$ cat src/rtl/loader_pkg.sv
// Shared types and constants for the instruction-memory loader.
// The checksum trailer (LOADER_CHECKSUM_EN) uses the CHK state.
package loader_pkg;

  typedef enum logic [2:0] {
    IDLE = 3'd0,
    HDR  = 3'd1,
    DATA = 3'd2,
    CHK  = 3'd3,
    DONE = 3'd4,
    ERR  = 3'd5
  } state_e;

  localparam int HDR_BYTES  = 4;
  localparam int WORD_BYTES = 4;

  // Byte-accepting states; s_ready is derived directly from the state register.
  function automatic logic accepts_bytes(input state_e s);
    return (s == HDR) || (s == DATA) || (s == CHK);
  endfunction

endpackage

$ cat src/rtl/loader_word_asm.sv
// Little-endian byte-to-word assembler, shared by header, data and trailer.
// word_valid_o/word_o are combinational and valid in the same cycle as the 4th byte.
module loader_word_asm
  import loader_pkg::*;
(
  input  logic        clk_i,
  input  logic        rst_i,
  input  logic        clr_i,
  input  logic        byte_valid_i,
  input  logic [7:0]  byte_i,
  output logic        word_valid_o,
  output logic [31:0] word_o
);

  logic [1:0]  cnt_q;
  logic [23:0] shift_q;

  always_ff @(posedge clk_i) begin
    if (rst_i || clr_i) begin
      cnt_q   <= '0;
      shift_q <= '0;
    end else if (byte_valid_i) begin
      cnt_q   <= cnt_q + 2'd1;
      shift_q <= {byte_i, shift_q[23:8]};
    end
  end

  // The earlier three bytes sit in shift_q, oldest in the low byte.
  assign word_valid_o = byte_valid_i && (cnt_q == 2'(WORD_BYTES - 1));
  assign word_o       = {byte_i, shift_q};

endmodule

$ cat src/rtl/instr_mem_loader.sv
// Streamed program loader: header N, N LE words written to instruction RAM, core released.
// Define LOADER_CHECKSUM_EN to require a 4-byte sum trailer (CHK state) before release.
module instr_mem_loader
  import loader_pkg::*;
#(
  parameter int ADDR_W    = 10,
  parameter int BASE_ADDR = 0
) (
  input  logic              clk_i,
  input  logic              rst_i,
  input  logic              start_i,
  input  logic [7:0]        s_data_i,
  input  logic              s_valid_i,
  output logic              s_ready_o,
  output logic              mem_we_o,
  output logic [ADDR_W-1:0] mem_addr_o,
  output logic [31:0]       mem_wdata_o,
  output logic              core_rst_n_o,
  output logic              busy_o,
  output logic              done_o,
  output logic              err_o,
  output logic [ADDR_W:0]   words_loaded_o
);

  localparam int                CNT_W = ADDR_W + 1;
  localparam logic [32:0]       CAP   = 33'(1) << ADDR_W;
  localparam logic [ADDR_W-1:0] BASE  = ADDR_W'(BASE_ADDR);

  state_e              state_q, state_d;
  logic [CNT_W-1:0]    n_q, n_d;
  logic [CNT_W-1:0]    wl_q, wl_d;
  logic                we_q, we_d;
  logic [ADDR_W-1:0]   addr_q, addr_d;
  logic [31:0]         wdata_q, wdata_d;
  logic                done_q, done_d;
  logic                asm_clr;
  logic                byte_acc;
  logic                word_valid;
  logic [31:0]         word;
`ifdef LOADER_CHECKSUM_EN
  logic [31:0]         sum_q, sum_d;
`endif

  assign byte_acc = s_valid_i && s_ready_o;

  loader_word_asm u_asm (
    .clk_i        (clk_i),
    .rst_i        (rst_i),
    .clr_i        (asm_clr),
    .byte_valid_i (byte_acc),
    .byte_i       (s_data_i),
    .word_valid_o (word_valid),
    .word_o       (word)
  );

  always_ff @(posedge clk_i) begin
    if (rst_i) begin
      state_q <= IDLE;
      n_q     <= '0;
      wl_q    <= '0;
      we_q    <= 1'b0;
      addr_q  <= '0;
      wdata_q <= '0;
      done_q  <= 1'b0;
`ifdef LOADER_CHECKSUM_EN
      sum_q   <= '0;
`endif
    end else begin
      state_q <= state_d;
      n_q     <= n_d;
      wl_q    <= wl_d;
      we_q    <= we_d;
      addr_q  <= addr_d;
      wdata_q <= wdata_d;
      done_q  <= done_d;
`ifdef LOADER_CHECKSUM_EN
      sum_q   <= sum_d;
`endif
    end
  end

  always_comb begin
    state_d = state_q;
    n_d     = n_q;
    wl_d    = wl_q;
    we_d    = 1'b0;
    addr_d  = addr_q;
    wdata_d = wdata_q;
    asm_clr = 1'b0;
`ifdef LOADER_CHECKSUM_EN
    sum_d   = sum_q;
`endif
    unique case (state_q)
      IDLE, DONE, ERR: begin
        if (start_i) begin
          state_d = HDR;
          wl_d    = '0;
          asm_clr = 1'b1;
`ifdef LOADER_CHECKSUM_EN
          sum_d   = '0;
`endif
        end
      end
      HDR: begin
        if (word_valid) begin
          if ((word == 32'd0) || ({1'b0, word} > CAP)) begin
            state_d = ERR;
          end else begin
            n_d     = word[CNT_W-1:0];
            state_d = DATA;
          end
        end
      end
      DATA: begin
        if (word_valid) begin
          we_d    = 1'b1;
          addr_d  = BASE + wl_q[ADDR_W-1:0];
          wdata_d = word;
          wl_d    = wl_q + CNT_W'(1);
`ifdef LOADER_CHECKSUM_EN
          sum_d   = sum_q + word;
          if (wl_d == n_q) state_d = CHK;
`else
          if (wl_d == n_q) state_d = DONE;
`endif
        end
      end
      CHK: begin
`ifdef LOADER_CHECKSUM_EN
        if (word_valid) state_d = (word == sum_q) ? DONE : ERR;
`else
        state_d = IDLE;
`endif
      end
      default: state_d = IDLE;
    endcase
    // Release lags DONE entry by a cycle so the final RAM write lands first.
    done_d = (state_q == DONE) && (state_d == DONE);
  end

  assign s_ready_o      = accepts_bytes(state_q);
  assign busy_o         = accepts_bytes(state_q);
  assign err_o          = (state_q == ERR);
  assign done_o         = done_q;
  assign core_rst_n_o   = done_q;
  assign mem_we_o       = we_q;
  assign mem_addr_o     = addr_q;
  assign mem_wdata_o    = wdata_q;
  assign words_loaded_o = wl_q;

endmodule

$ cat config.mk
export PLATFORM = sky130hd
export DESIGN_NAME = instr_mem_loader
export DESIGN_NICKNAME = d
export VERILOG_FILES = /design/src/rtl/loader_pkg.sv /design/src/rtl/loader_word_asm.sv /design/src/rtl/instr_mem_loader.sv
export SDC_FILE = /design/constraint.sdc
export NUM_CORES = 1
export LEC_CHECK = 0
export CORE_ASPECT_RATIO = 1.2
export CORE_MARGIN = 1.5
export CORE_UTILIZATION = 35
export DETAILED_ROUTE_END_ITERATION = 10
export PLACE_DENSITY = 0.57
export SYNTH_ARGS = -nofsm -noshare
export SYNTH_HDL_FRONTEND = slang
export SYNTH_HIERARCHICAL = 1
export SYNTH_SLANG_ARGS = --single-unit
$ cat constraint.sdc
create_clock -name clk_i -period 6 [get_ports clk_i]
set_input_delay 1.2 -clock clk_i [delete_from_list [all_inputs] [get_ports clk_i]]
set_output_delay 1.2 -clock clk_i [all_outputs]
set_load 0.1 [all_outputs]
==> run_results.csv, run 1 <==
group,metric,value,unit
outcome,status,"finished, final reports clean",
critical_path,cpMostUsedCell,"and2_1",
critical_path,rrSetupSlack,2.75,ns
synth,syn_inst,472,
power,p_int,0.00107,W
synth,syn_area,0.00403,mm^2
global_route,met2_usage,0.282,
power,seqPwrFrac,0.469,
route,vias_per_cell,4.96,
synth,async_flop_share,0,
global_route,grt_max_degree,69,
power,pwr-share-comb,0.036,
timing,finalHoldViolCount,0,
final_layout,drive_gt1_frac,0.0523,
floorplan,coreArea,0.0111,mm^2
critical_path,startpoint,"s_valid_i",
timing,rsz0062_at_grt,"no",
synth,yosysSeqAreaShare,0.472,
place,gp_congestion,0.836,
global_route,grt-busiest-layer,"met2",
synth,avgSynthCellArea,8.54,um^2
timing,relSlewSlack,0.248,
critical_path,arrival,3.98,ns
global_route,grt_use_total,0.166,
synth,synth_nets,486,
critical_path,critPathMaxFanout,52,
critical_path,r2r_start,"state_q[0]",
clocking,cts_buffers,9,
route,wl_per_cell,14.3,um
critical_path,critPathKind,"primary input to flip-flop",
global_route,grtUsageMet3,0.0347,
critical_path,cp_num_cells,8,
synth,yosysMostFrequentCell,"dfxtp_1",
critical_path,worst_r2r_path_depth,9,
route,firstDrtPassIters,4,
place,hpwlAfterDp,6.42,mm
clocking,clk_latency,0.34,ns
critical_path,critPathBufInv,2,
route,wl,9.58,mm
synth,yosysTopAreaCell,"dfxtp_1",
timing,period_minus_slack,3.73,ns
timing,setup_tns,0,ns
power,power.share.clock,0.495,
synth,synth_ff_type,"dfxtp_1",
timing,post-route-period-util,0.622,
job,drv_cap,0,
global_route,antenna_found_initial,0,
floorplan,ioPinCount,71,
final_layout,nFillCells,1123,
place,port_buffers,70,
critical_path,end_kind,"flip-flop",
clocking,cts.sinks,95,
timing,fmax,268,MHz
clocking,ctsHoldBuffers,0,
power,power_switching,0.000287,W
global_route,met1_usage,0.208,
final_layout,antenna_cells,0,
synth,yosys-top-cells-count,"95 x dfxtp_1, 92 x nand2_1, 58 x nor2_1",
place,place_inst,654,
timing,slew_viol_final,0,
clocking,htree_levels,3,
global_route,grt_pass1_wl,16.0,mm
route,ant_nets,0,
global_route,grt_pass1_vias,3150,
synth,synth.ff_latch_count,95,
hold_path,min_path_type,"flip-flop to flip-flop",
floorplan,dieArea,0.0122,mm^2
final_layout,fin_cells,670,
critical_path,r2r_end,"words_loaded_o[9]",
route,dr.first_iter.drc_count,120,
global_route,grt_remaining_overflow,0,
power,p_per_area,270,mW/mm^2
power,leakagePower,1.67,nW
clocking,cts_tree,"yes",
floorplan,rows,42,
clocking,clkSlewWorstSetupHoldPaths,0.07,ns
route,route.detailed.drc,0,
synth,yosysWarnings,6,
critical_path,crit_slowest_cell,"nor2_4",
power,power,0.00136,W
power,netSwitchingFraction,0.211,
clocking,post_cts_buffers,0,
critical_path,path_delay_family,"simple AND/OR/NAND/NOR gates",
clocking,cts.path.max_buffers,2,
synth,synth_cell_types,41,
floorplan,die_h,121,um
critical_path,worstPathRequired,6.25,ns
synth,synth_top_area_frac,0.472,
final_layout,nNetsFinal,525,
route,vias,3320,
timing,tightest_slew,1.12,ns
timing,finClkSkew,0.00673,ns
clocking,cts_root_buffer,"clkbuf_16",
critical_path,critPathLaunchType,"primary input",
critical_path,path_cells,"clkdlybuf4s50_1, and2_1, buf_4, and2_1, nand3_1, nor2_4, a41oi_1, a211oi_1",
critical_path,cp-endpoint,"words_loaded_o[9]",
synth,synthTopCellsByArea,"dfxtp_1 47%, mux2i_1 8.9%, nand2_1 8.6%, a21oi_1 6.8%, nor2_1 5.4%",
floorplan,dieWidth,101,um
final_layout,syn2layout_area_growth,24.9,%
power,vdd_drop_max,0.114,mV
critical_path,cpPeakStageDelay,0.86,ns
timing,setup_violations,0,
hold_path,whs_path_depth,2,
synth,synth_edf_count,0,
clocking,cts_resized,0,
floorplan,initial_core_util,0.362,
-- flip-flops by register name, summed over array words and instances, names as in the netlist --
name            cells
mem_wdata_o        32
u_asm/cnt_q         2
n_q                11
mem_addr_o         10
words_loaded_o     11
u_asm/shift_q      24
core_rst_n_o        1
state_q             3
mem_we_o            1
-- metal layers --
| metal | routed length (um) | share of wire | vias to the layer above |
|---|---|---|---|
| li1 | - | - | 1668 |
| met1 | 4470 | 0.47 | 1564 |
| met2 | 4620 | 0.48 | 74 |
| met3 | 322 | 0.034 | 14 |
| met4 | 165 | 0.017 | 0 |
| met5 | 0 | 0 | - |
-- metrics by stage --
step / instance area [um^2] / hold WS [ns] / worst slack (ns) / utilization
CTS: 5030 / 0.455 / 2.28 / 0.452
finish: 5030 / 0.452 / 2.27 / 0.452
global route: 5030 / 0.474 / 2.01 / 0.452
global placement: 4680 / 0.444 / 2.02 / 0.420
floorplan: 4030 / 0.457 / 2.18 / -
detailed placement: 4680 / 0.446 / 1.95 / 0.420
-- worst min path at each step --
stage                            startpoint               to  slack, ns
after floorplan           u_asm/shift_q[18]  mem_wdata_o[18]       0.46
after global placement        mem_addr_o[4]    mem_addr_o[4]       0.44
after detailed placement      mem_addr_o[4]    mem_addr_o[4]       0.45
after CTS                     mem_addr_o[4]    mem_addr_o[4]       0.46
after global routing          mem_addr_o[4]    mem_addr_o[4]       0.47
final                         mem_addr_o[4]    mem_addr_o[4]       0.45
-- kinds of logic (layout without fill, tap and decap cells) --
logic type	after synthesis	count (layout)	share of synthesized area
buf+inv	47	91	0.0689
simple gates	195	195	0.215
mux	36	36	0.0894
compound gates	78	78	0.107
xor+xnor	19	19	0.0413
flops	95	95	0.472
fa+ha+maj	2	2	0.00621
-- layout by cell type, fill, tap and decap left out, drive strengths merged, types with 3 or more instances in the layout --
cell type,count
dfxtp,95
and3,6
nor2,59
inv,4
nand3b,4
bufinv,3
clkdlybuf4s50,69
xor2,7
a31oi,3
a211oi,4
nand4,5
a21oi,55
nand3,8
nand2,92
xnor2,12
o21ai,9
buf,4
nor4,8
clkbuf,10
mux2i,36
nor3,4
-- power by group through the flow --
| stage | sequential, W | clock (W) | combinational [W] |
|---|---|---|---|
| after detailed placement | 0.000651 | 0 | 0.0000493 |
| final | 0.000637 | 0.000672 | 0.0000492 |
| after global placement | 0.000651 | 0 | 0.0000490 |
| after floorplan | 0.000649 | 0 | 0.0000435 |
| after global routing | 0.000637 | 0.000708 | 0.0000529 |
| after CTS | 0.000636 | 0.000685 | 0.0000495 |
-- worst reg2reg max path, delay by kind of cell, from the launching register on --
family	cells	cell delay, ns
AOI/OAI and AO/OA	2	0.51
buffers and inverters	1	0.38
and+or+nand+nor	6	1.73
DFF	1	0.54
-- area by class of cell --
| cell class | instances | area (um^2) | share of cell area |
|---|---|---|---|
| Timing Repair Buffer | 73 | 718 | 0.143 |
| Multi-Input combinational cell | 330 | 1860 | 0.369 |
| Sequential cell | 95 | 1900 | 0.378 |
| Clock inverter | 6 | 115 | 0.0229 |
| Inverter | 2 | 7.51 | 0.00149 |
| Tap cell | 154 | 193 | 0.0383 |
| Clock buffer | 10 | 239 | 0.0475 |
Note: power is estimated with default switching activity, not from simulation.
==> run 2: changes to the inputs <==
--- a/config.mk
+++ b/config.mk
@@ -9,7 +9,7 @@
 export CORE_MARGIN = 1.5
 export CORE_UTILIZATION = 35
 export DETAILED_ROUTE_END_ITERATION = 10
-export PLACE_DENSITY = 0.57
+export PLACE_DENSITY = 0.59
 export SYNTH_ARGS = -nofsm -noshare
 export SYNTH_HDL_FRONTEND = slang
 export SYNTH_HIERARCHICAL = 1
==> constraint.sdc (replaced) <==
create_clock -name clk_i -period 3.3 [get_ports clk_i]
set_input_delay 0.66 -clock clk_i [delete_from_list [all_inputs] [get_ports clk_i]]
set_output_delay 0.66 -clock clk_i [all_outputs]
set_load 0.1 [all_outputs]
==> run_results.csv, run 2 (synthesis gave the netlist of run 1 again) <==
group,metric,value,unit
route,ant_nets,0,
floorplan,dieArea,0.0122,mm^2
timing,finalHoldViolCount,0,
timing,tightest_slew,0.499,ns
timing,finClkSkew,0.00695,ns
route,vias_per_cell,4.90,
critical_path,r2r_start,"state_q[0]",
critical_path,worst_r2r_path_depth,9,
place,hpwlAfterDp,6.82,mm
global_route,grt_remaining_overflow,0,
final_layout,largest_reg_flops,32,
final_layout,nNetsFinal,532,
place,gp_congestion,0.839,
final_layout,syn2layout_area_growth,23.3,%
timing,relSlewSlack,0.666,
route,wl_met3,283,um
final_layout,final_common_cell,"dfxtp_1",
route,wl_met1,4.47,mm
final_layout,nFillCells,1134,
route,met2_length,4.65,mm
floorplan,coreArea,0.0111,mm^2
hold_path,whs_path_depth,2,
critical_path,critPathLaunchType,"flip-flop",
clocking,post_cts_buffers,0,
timing,post-route-period-util,0.736,
route,wl,9.59,mm
final_layout,antenna_cells,0,
critical_path,crit_slowest_cell,"dfxtp_1",
route,firstDrtPassIters,4,
power,p_per_area,511,mW/mm^2
critical_path,path_cells,"nor2_1, nor2_4, and2_1, and2_1, nand3_1, nor2_4, buf_4, nand2_1, a21oi_1",
floorplan,dieWidth,101,um
clocking,cts_root_buffer,"clkbuf_16",
critical_path,arrival,2.70,ns
job,drv_cap,0,
critical_path,cpPeakStageDelay,0.53,ns
global_route,grt_use_total,0.168,
clocking,htree_levels,3,
route,route.top_layer_used,"met4",
power,leakagePower,1.83,nW
clocking,cts_resized,0,
route,dr.first_iter.drc_count,116,
clocking,cts_tree,"yes",
timing,period_minus_slack,2.43,ns
timing,slew_viol_final,0,
critical_path,rrSetupSlack,0.87,ns
power,power,0.00254,W
clocking,clkSlewWorstSetupHoldPaths,0.07,ns
power,vdd_drop_max,0.269,mV
timing,setup_violations,0,
hold_path,min_from,"mem_wdata_o[2]",
clocking,ctsHoldBuffers,0,
global_route,antenna_found_initial,0,
outcome,status,"finished, final reports clean",
final_layout,layout_common_cells,"95 x dfxtp_1, 92 x nand2_1, 69 x buf_4, 56 x nor2_1, 55 x a21oi_1",
timing,fmax,412,MHz
timing,rsz0062_at_grt,"no",
route,route.detailed.drc,0,
critical_path,critPathKind,"flip-flop to flip-flop",
clocking,cts_buffers,9,
global_route,grt_max_degree,28,
clocking,cts.path.max_buffers,2,
critical_path,r2r_end,"mem_wdata_o[7]",
route,wl_per_cell,14.2,um
floorplan,die_h,121,um
route,vias,3320,
final_layout,utilization,0.446,
critical_path,critPathMaxFanout,21,
timing,finalHoldWorstSlack,0.457,ns
hold_path,min_path_type,"flip-flop to flip-flop",
hold_path,hold_path_end,"mem_wdata_o[2]",
critical_path,worstPathRequired,3.57,ns
global_route,grt_pass1_wl,16.0,mm
final_layout,drive_gt1_frac,0.180,
clocking,cts.sinks,95,
global_route,grt_pass1_vias,3223,
place,port_buffers,70,
floorplan,initial_core_util,0.362,
timing,setup_tns,0,ns
floorplan,ioPinCount,71,
clocking,clk_latency,0.34,ns
critical_path,end_kind,"flip-flop",
floorplan,rows,42,
## run 2: cell count changes in the layout (fill, tap and decap cells not counted), sizes merged
cell | previous run | this run
inv | 4 | 2
clkbuf | 10 | 11
bufinv | 3 | 4
clkdlybuf4s50 | 69 | 10
buf | 4 | 70
## run 2: worst max-delay path by stage
stage,start,endpoint,slack (ns),cells past startpoint
2_1_floorplan,state_q[0],words_loaded_o[10],0.31,12
3_3_place_gp,s_data_i[0],n_q[0],0.64,8
3_5_place_dp,s_data_i[0],n_q[0],0.60,8
4_1_cts,state_q[0],mem_wdata_o[30],0.88,9
5_1_grt,state_q[0],mem_wdata_o[26],0.64,9
6_report,state_q[0],mem_wdata_o[7],0.87,9
## run 2: cell type report
class | instances | area [um^2] | share of cell area
Clock buffer | 11 | 253 | 0.0508
Clock inverter | 5 | 128 | 0.0257
Inverter | 2 | 7.51 | 0.00151
Multi-Input combinational cell | 330 | 1870 | 0.375
Sequential cell | 95 | 1900 | 0.382
Tap cell | 154 | 193 | 0.0388
Timing Repair Buffer | 80 | 623 | 0.125
## run 2: metrics by stage
stage	instance area, um^2	worst slack (ns)	cells
after CTS	4970	0.882	677
after floorplan	4040	0.312	472
after detailed placement	4590	0.605	661
after global placement	4590	0.642	661
after global routing	4970	0.644	677
final	4970	0.871	677
## run 2: critical path, delay by kind of cell (launching register included)
kind / cells / cell delay [ns]
and+or+nand+nor: 7 / 1.33
buffers and inverters: 1 / 0.33
DFF: 1 / 0.53
AOI/OAI and AO/OA: 1 / 0.13
## run 2: report_power, final
group	internal, W	switching, W
logic	0.0000331	0.0000586
registers	0.00115	0.00000708
clock network	0.000858	0.000433
total	0.00204	0.000499
## run 2: routing by layer
layer | vias up | track usage
met3 | 13 | 0.0225
met2 | 69 | 0.275
met1 | 1558 | 0.219
met4 | 0 | 0.0738
met5 | - | 0
li1 | 1680 | -
